### config.mk
export PLATFORM = sky130hd
export DESIGN_NAME = csr_encoder
export DESIGN_NICKNAME = d
export VERILOG_FILES = /design/src/rtl/csr_encoder.sv
export SDC_FILE = /design/constraint.sdc
export NUM_CORES = 1
export LEC_CHECK = 0
export CELL_PAD_IN_SITES_DETAIL_PLACEMENT = 1
export CELL_PAD_IN_SITES_GLOBAL_PLACEMENT = 1
export CORE_MARGIN = 5
export CORE_UTILIZATION = 28
export DETAILED_ROUTE_END_ITERATION = 8
export PLACE_DENSITY = 0.75
export RECOVER_POWER = 25
export SKIP_LAST_GASP = 1
export SLEW_MARGIN = 30
export SYNTH_ARGS = -nofsm -noshare
export SYNTH_HDL_FRONTEND = slang
export SYNTH_SLANG_ARGS = --single-unit
export TNS_END_PERCENT = 5
### constraint.sdc
create_clock -name clk -period 1.7 [get_ports clk]
set_input_delay 0.255 -clock clk [delete_from_list [all_inputs] [get_ports clk]]
set_output_delay 0.255 -clock clk [all_outputs]
set_load 0.1 [all_outputs]
### src/rtl/csr_encoder.sv
// rtl/csr_encoder.sv - streaming dense-to-CSR encoder writing val/col/rowPtr memories
module csr_encoder #(
   parameter int N       = 4,
   parameter int M       = 4,
   parameter int NNZ_MAX = 16,
   parameter int W       = 32,
   localparam int AW     = (NNZ_MAX > 1) ? $clog2(NNZ_MAX) : 1,
   localparam int CLW    = (M > 1) ? $clog2(M) : 1,
   localparam int RPW    = $clog2(N + 1),
   localparam int CW     = $clog2(NNZ_MAX + 1)
) (
   input  logic                clk,
   input  logic                rst,
   input  logic                start,
   input  logic                in_valid,
   input  logic signed [W-1:0] in_data,
   output logic                in_ready,
   output logic                val_we,
   output logic [AW-1:0]       val_addr,
   output logic [W-1:0]        val_data,
   output logic [CLW-1:0]      col_data,
   output logic                rp_we,
   output logic [RPW-1:0]      rp_addr,
   output logic [CW-1:0]       rp_data,
   output logic [CW-1:0]       nnz_count,
   output logic                overflow,
   output logic                done
);

   localparam int RW = (N > 1) ? $clog2(N) : 1;

   localparam logic [CW-1:0]  NNZ_FULL = CW'(NNZ_MAX);
   localparam logic [CLW-1:0] COL_LAST = CLW'(M - 1);
   localparam logic [RW-1:0]  ROW_LAST = RW'(N - 1);

   typedef enum logic [1:0] {S_IDLE = 2'd0, S_RUN = 2'd1, S_DONE = 2'd2} state_t;

   state_t           r_state;
   state_t           w_state_nxt;

   logic             r_val_we;
   logic [AW-1:0]    r_val_addr;
   logic [W-1:0]     r_val_data;
   logic [CLW-1:0]   r_col_data;
   logic             r_rp_we;
   logic [RPW-1:0]   r_rp_addr;
   logic [CW-1:0]    r_rp_data;
   logic [CW-1:0]    r_nnz;
   logic             r_overflow;
   logic [RW-1:0]    r_row;
   logic [CLW-1:0]   r_col;

   logic             w_start_ok;
   logic             w_xfer;
   logic             w_nonzero;
   logic             w_store;
   logic             w_row_end;
   logic             w_last;
   logic [CW-1:0]    w_nnz_next;

   assign w_start_ok = start && (r_state != S_RUN);
   assign w_xfer     = in_valid && in_ready;
   assign w_nonzero  = (in_data != '0);
   assign w_store    = w_xfer && w_nonzero && (r_nnz < NNZ_FULL);
   assign w_row_end  = (r_col == COL_LAST);
   assign w_last     = w_row_end && (r_row == ROW_LAST);
   assign w_nnz_next = w_store ? (r_nnz + CW'(1)) : r_nnz;

   // state register
   always_ff @(posedge clk) begin
      if (!rst) begin
         r_state <= S_IDLE;
      end else begin
         r_state <= w_state_nxt;
      end
   end

   // next-state: start only honoured outside RUN; last transfer ends the matrix
   always_comb begin
      w_state_nxt = r_state;
      case (r_state)
         S_IDLE:  if (w_start_ok) w_state_nxt = S_RUN;
         S_RUN:   if (w_xfer && w_last) w_state_nxt = S_DONE;
         S_DONE:  if (w_start_ok) w_state_nxt = S_RUN;
         default: w_state_nxt = S_IDLE;
      endcase
   end

   // state-decoded outputs
   always_comb begin
      in_ready = 1'b0;
      done     = 1'b0;
      case (r_state)
         S_RUN:   in_ready = 1'b1;
         S_DONE:  done     = 1'b1;
         default: ;
      endcase
   end

   // datapath: registered write strobes, counters and sticky overflow
   always_ff @(posedge clk) begin
      if (!rst) begin
         r_val_we   <= 1'b0;
         r_val_addr <= '0;
         r_val_data <= '0;
         r_col_data <= '0;
         r_rp_we    <= 1'b0;
         r_rp_addr  <= '0;
         r_rp_data  <= '0;
         r_nnz      <= '0;
         r_overflow <= 1'b0;
         r_row      <= '0;
         r_col      <= '0;
      end else begin
         r_val_we <= 1'b0;
         r_rp_we  <= 1'b0;
         if (w_start_ok) begin
            r_rp_we    <= 1'b1;
            r_rp_addr  <= '0;
            r_rp_data  <= '0;
            r_nnz      <= '0;
            r_overflow <= 1'b0;
            r_row      <= '0;
            r_col      <= '0;
         end else if (w_xfer) begin
            if (w_store) begin
               r_val_we   <= 1'b1;
               r_val_addr <= r_nnz[AW-1:0];
               r_val_data <= in_data;
               r_col_data <= r_col;
            end else if (w_nonzero) begin
               r_overflow <= 1'b1;
            end
            r_nnz <= w_nnz_next;
            if (w_row_end) begin
               r_rp_we   <= 1'b1;
               r_rp_addr <= RPW'(r_row) + RPW'(1);
               r_rp_data <= w_nnz_next;
               r_col     <= '0;
               r_row     <= r_row + RW'(1);
            end else begin
               r_col <= r_col + CLW'(1);
            end
         end
      end
   end

   assign val_we    = r_val_we;
   assign val_addr  = r_val_addr;
   assign val_data  = r_val_data;
   assign col_data  = r_col_data;
   assign rp_we     = r_rp_we;
   assign rp_addr   = r_rp_addr;
   assign rp_data   = r_rp_data;
   assign nnz_count = r_nnz;
   assign overflow  = r_overflow;

endmodule

[After elaboration in Yosys (flattened, before gate mapping)]
Index checks and enable logic that the tools add are counted.
Cells by class
  $lt $le $gt $ge: 1
  reductions and logical operators: 15
  mux-type cells: 11
  equal/unequal tests: 7
  add/sub/neg operators: 4
  bitwise operators: 4
Operators with widths (count)
  nonzero test 32 bit: 1
  equality test 2 bit (second input constant): 3
  logical AND 1 bit: 6
  two-way mux 1 bit: 6
  two-way mux 2 bit: 3
  AND reduction 3 bit: 2
  adder 5 x 1 -> 5 bit (second input constant): 1
  < comparator 5 bit (second input constant): 1
  two-way mux 5 bit: 1
  adder 2 x 1 -> 2 bit (second input constant): 2
  inequality test 2 x 1 -> 1 bit (second input constant): 2
  NOT 1 bit: 4
  one-hot mux 2 bit (2 select lines): 1
  AND reduction 2 bit: 2
  OR reduction 2 bit: 2
  adder 2 x 1 -> 3 bit (second input constant): 1
  OR reduction 3 bit: 1
  equality test 2 x 1 -> 1 bit (second input constant): 1
  logical NOT 2 bit: 1
  inequality test 2 bit (second input constant): 1
Storage, ports and cells
  bits of input ports: 36
  register bits after elaboration: 60
  output and inout bits: 56

[Depth between registers and ports, before layout]
  depth after elaboration: 7
  mapped depth: 6

[Worst setup path after synthesis]
No wires, ideal clock.
  path type: flip-flop to flip-flop
  start: reg r_state[1]
  end: reg r_state[1]
  arrival time: 2.003 ns
  setup time: 0.071 ns
  slack: -0.374 ns
  stages on the path, launching flop included: 4
  data required time: 1.629 ns
  cells stage by stage: dfxtp_1 > nor2b_1 > nand2b_1 > a21oi_1
Between the ends
  longest elaborated chain between the ends: 6
  elaborated cells between the ends (all ways): 13
  those cells by class: eq/ne (5); mux (2); reduce/logical (6)
Ends and longest elaborated chain
  start, declared: RTL line 38  | state_t r_state;
  start signal, assigned: RTL line 74  | r_state <= w_state_nxt;
  equality test 2 x 1 -> 1 bit: RTL line 81, 93
  two-way mux 1 bit: RTL line 93  | case (r_state)
  logical AND 1 bit: RTL line 62  | assign w_xfer = in_valid && in_ready;
  logical AND 1 bit: RTL line 83  | S_RUN: if (w_xfer && w_last) w_state_nxt = S_DONE;
  inequality test 2 bit (no line)
  AND reduction 2 bit (no line)
Several ways; a longest one is shown, not always the timed one.
A chain may end at the register's enable or synchronous reset.

[Worst setup path in the final report]
  start: in in_data[18]
  end: reg r_val_addr[3] (netlist: val_addr[3])
Between the ends
  longest elaborated chain between the ends: 4
Ends and longest elaborated chain
  start, declared: RTL line 16  | input logic signed [W-1:0] in_data,
  nonzero test 32 bit: RTL line 63  | assign w_nonzero = (in_data != '0);
  logical AND 1 bit (2 in series): RTL line 64  | assign w_store = w_xfer && w_nonzero && (r_nnz < NNZ_FULL);
  AND reduction 3 bit (no line)
  end signal, assigned: RTL line 128  | r_val_addr <= r_nnz[AW-1:0];
  end, declared: RTL line 42  | logic [AW-1:0] r_val_addr;
Every way passes these cells.

==> summary.txt <==
Outcome: complete, no violations
Ys flop type: dfxtp_1
Number of flops mapped to enable cells by yosys: 0
Worst Tran Pin Value: 0.570 ns
Row cnt: 32
Final WL: 7960 um
Syn-to-layout area delta: 79.2%
Met3 Routed Length: 502 um
Slew Limit Fails: 0
Root Buffer: clkbuf_8
Via count: 2,211
WP data arrival: 1.87 ns
Number of inserted diodes: 0
Post-layout util: 0.522
Total CTS buffers: 9
Max_cap viols: 0
Warnings from Yosys: 0
GPL Wtd Cong: 0.710
First-pass GRT wire length: 12,300 um
Share of post-route cells with drive strength above 1: 0.388
Post-Syn Area: 2280 um^2
Share of the synthesized area in the top cell type: 0.510
Router iterations before antenna repair: 4
Vias in the first global route: 2,403
Routed len/inst: 17.0 um
DR vias/cell: 4.72
H-tree Lvls: 3
Peak supply drop: 0.492 mV
Final worst path period share: 0.983
CP endpoint kind: register
Skew-Pair Late Insertion Delay: 0.33 ns
Area share of fa/ha/maj cells after synthesis: 0.0165
Crit-path max FO: 8
Hold Path Class: in2reg
Tot GR Track Use: 0.159
Commonest non-fill, non-tap cell in the layout: dfxtp_1
CTS Buffer Depth: 2
Initial core utilization: 0.292
Seq/Total Area, Yosys: 0.510
Most frequent cells in the layout: 57 x dfxtp_1, 47 x nor2_1, 38 x mux2i_1, 34 x buf_12, 33 x clkbuf_2
Die Y: 100 um
Clock sinks: 58
Fmax: 598 MHz
Seq cells post-synth: 58
Antenna violations before repair: 0
Final setup vio count: 0
Critical Path RT: 1.90 ns
Mux cell area share after synthesis: 0.176
Period minus WS final: 1.67 ns
Pwr dens: 870 nW/um^2
Setup ws final: 0.0285 ns
Leak: 0.00195 uW
Ys async rst share: 0
Dominant cells by area after synthesis: dfxtp_1 51%, mux2i_1 18%, nor2_1 8.1%
Worst rel slew slack: 0.621
DIE AREA: 10,000 um^2
Nets: 400
CTS Hold Bufs: 0
Syn_nets: 267
Largest family of logic cells by synthesized area: multiplexers
Crit start category: primary input
Post-Synth XOR/XNOR Area: 0.0154
Mapped Cells: 228
Post-synthesis simple-gate area fraction: 0.163
Core area: 7810 um^2
Synth cell types: 31
Number of port buffers: 91
Chip Width: 100 um
Worst-path clk slew: 0.07 ns
Wire length on met2: 4360 um
Met1 wire length: 2990 um
Unrepaired setup endpoints after global routing: yes
Kind of critical path: in2reg
Dpl ws: -0.797 ns
DP Wirelength: 5710 um
Clock Skew: 0.00464 ns
Compound-cell area share of the yosys netlist: 0.0731
Pin count of the biggest net entering global routing: 31
Gr ovfl total: 0
I/O pin total: 92
Post-route DRC: 0
CTS tree: built
Mean post-synth cell area: 9.98 um^2
Cell accounting for the most synthesized area: dfxtp_1
Top sig layer: met4
Number of DRC markers in iteration 0: 52
Antenna viol nets, final: 0
Final Hold Vio Count: 0
[registers in the layout, summed over array words and instances (netlist names)]
name       cells
col_data       2
nnz_count      5
overflow       1
r_col          2
r_state        2
rp_addr        3
rp_data        5
rp_we          1
val_addr       4
val_data      32
val_we         1
[metal layers]
| metal | up-vias | global-route usage |
|---|---|---|
| met1 | 1077 | 0.159 |
| li1 | 1061 | - |
| met4 | 0 | 0.0477 |
| met2 | 63 | 0.299 |
| met5 | - | 0 |
| met3 | 10 | 0.0639 |
[critical path: stages]
cell	delay, ns
clkdlybuf4s15_1	0.20
nor4_2	0.25
buf_4	0.15
nand4_1	0.09
buf_6	0.16
o21ai_4	0.17
buf_12	0.18
buf_12	0.14
mux2i_1	0.19
nor2_1	0.07
[metrics by stage]
stage / hold slack, ns / total power, uW / area [um^2] / std cells / TNS [ns]
2_1_floorplan: 0.399 / 1860 / 2280 / 228 / -11.98
4_1_cts: 0.204 / 3630 / 4450 / 468 / -0.0215
6_report: 0.170 / 3550 / 4080 / 468 / 0
5_1_grt: 0.187 / 3690 / 4080 / 468 / -0.833
3_3_place_gp: 0.471 / 2190 / 4060 / 442 / -28.55
3_5_place_dp: 0.475 / 2210 / 4060 / 442 / -36.47
[kinds of logic (layout without fill, tap and decap cells)]
logic type / after synthesis / in the layout
AND/OR/NAND/NOR: 83 / 83
XOR/XNOR: 4 / 4
adder cells (fa/ha/maj): 3 / 3
multiplexers: 40 / 40
AO/OA/AOI/OAI: 27 / 27
buffers and inverters: 13 / 151
flip-flops: 58 / 58
[path summary, 6_finish.rpt]
path	from	end	slack, ns	depth (start not counted)
setup / recovery	in_data[18]	val_addr[3]	0.03	10
hold / removal	in_data[9]	val_data[9]	0.17	3
setup reg to reg	r_state[1]	nnz_count[3]	0.06	7
hold reg to reg	rp_addr[2]	rp_addr[2]	0.46	2
[where the power goes]
group	leakage (uW)	switching [uW]	total, uW	internal, uW
Clock	0.000109	548	1410	861
Combinational	0.00137	446	707	261
Sequential	0.000471	32.4	1430	1400
[area by class of cell]
type | count | area, um^2
Fill cell | 878 | 3730
Timing Repair Buffer | 132 | 1440
Sequential cell | 58 | 1160
Multi-Input combinational cell | 157 | 1120
Clock buffer | 11 | 141
Tap cell | 102 | 128
Clock inverter | 5 | 77.6
Inverter | 3 | 11.3
[Yosys cell counts, types with 2 or more instances]
library cell,count
nor2b_1,2
ha_1,3
inv_1,2
a21oi_1,11
o21ai_0,8
dfxtp_1,58
nor3_1,2
nor2_1,49
buf_8,4
o211ai_1,3
nand3_1,3
nand2_1,10
clkbuf_1,5
and2_1,2
nand4_1,2
xor2_1,3
mux2i_1,40
nor4_1,8
[what timing repair did]
item | in CTS | in global routing
gates resized for setup | 64 | 34
gates cloned | 3 | 0
endpoints found under the hold margin | 0 | 0
setup buffers | 9 | 1
setup endpoints to repair | 50 | 48
pin swaps | 15 | 18
No activity file was read; power rests on OpenSTA's default activity.
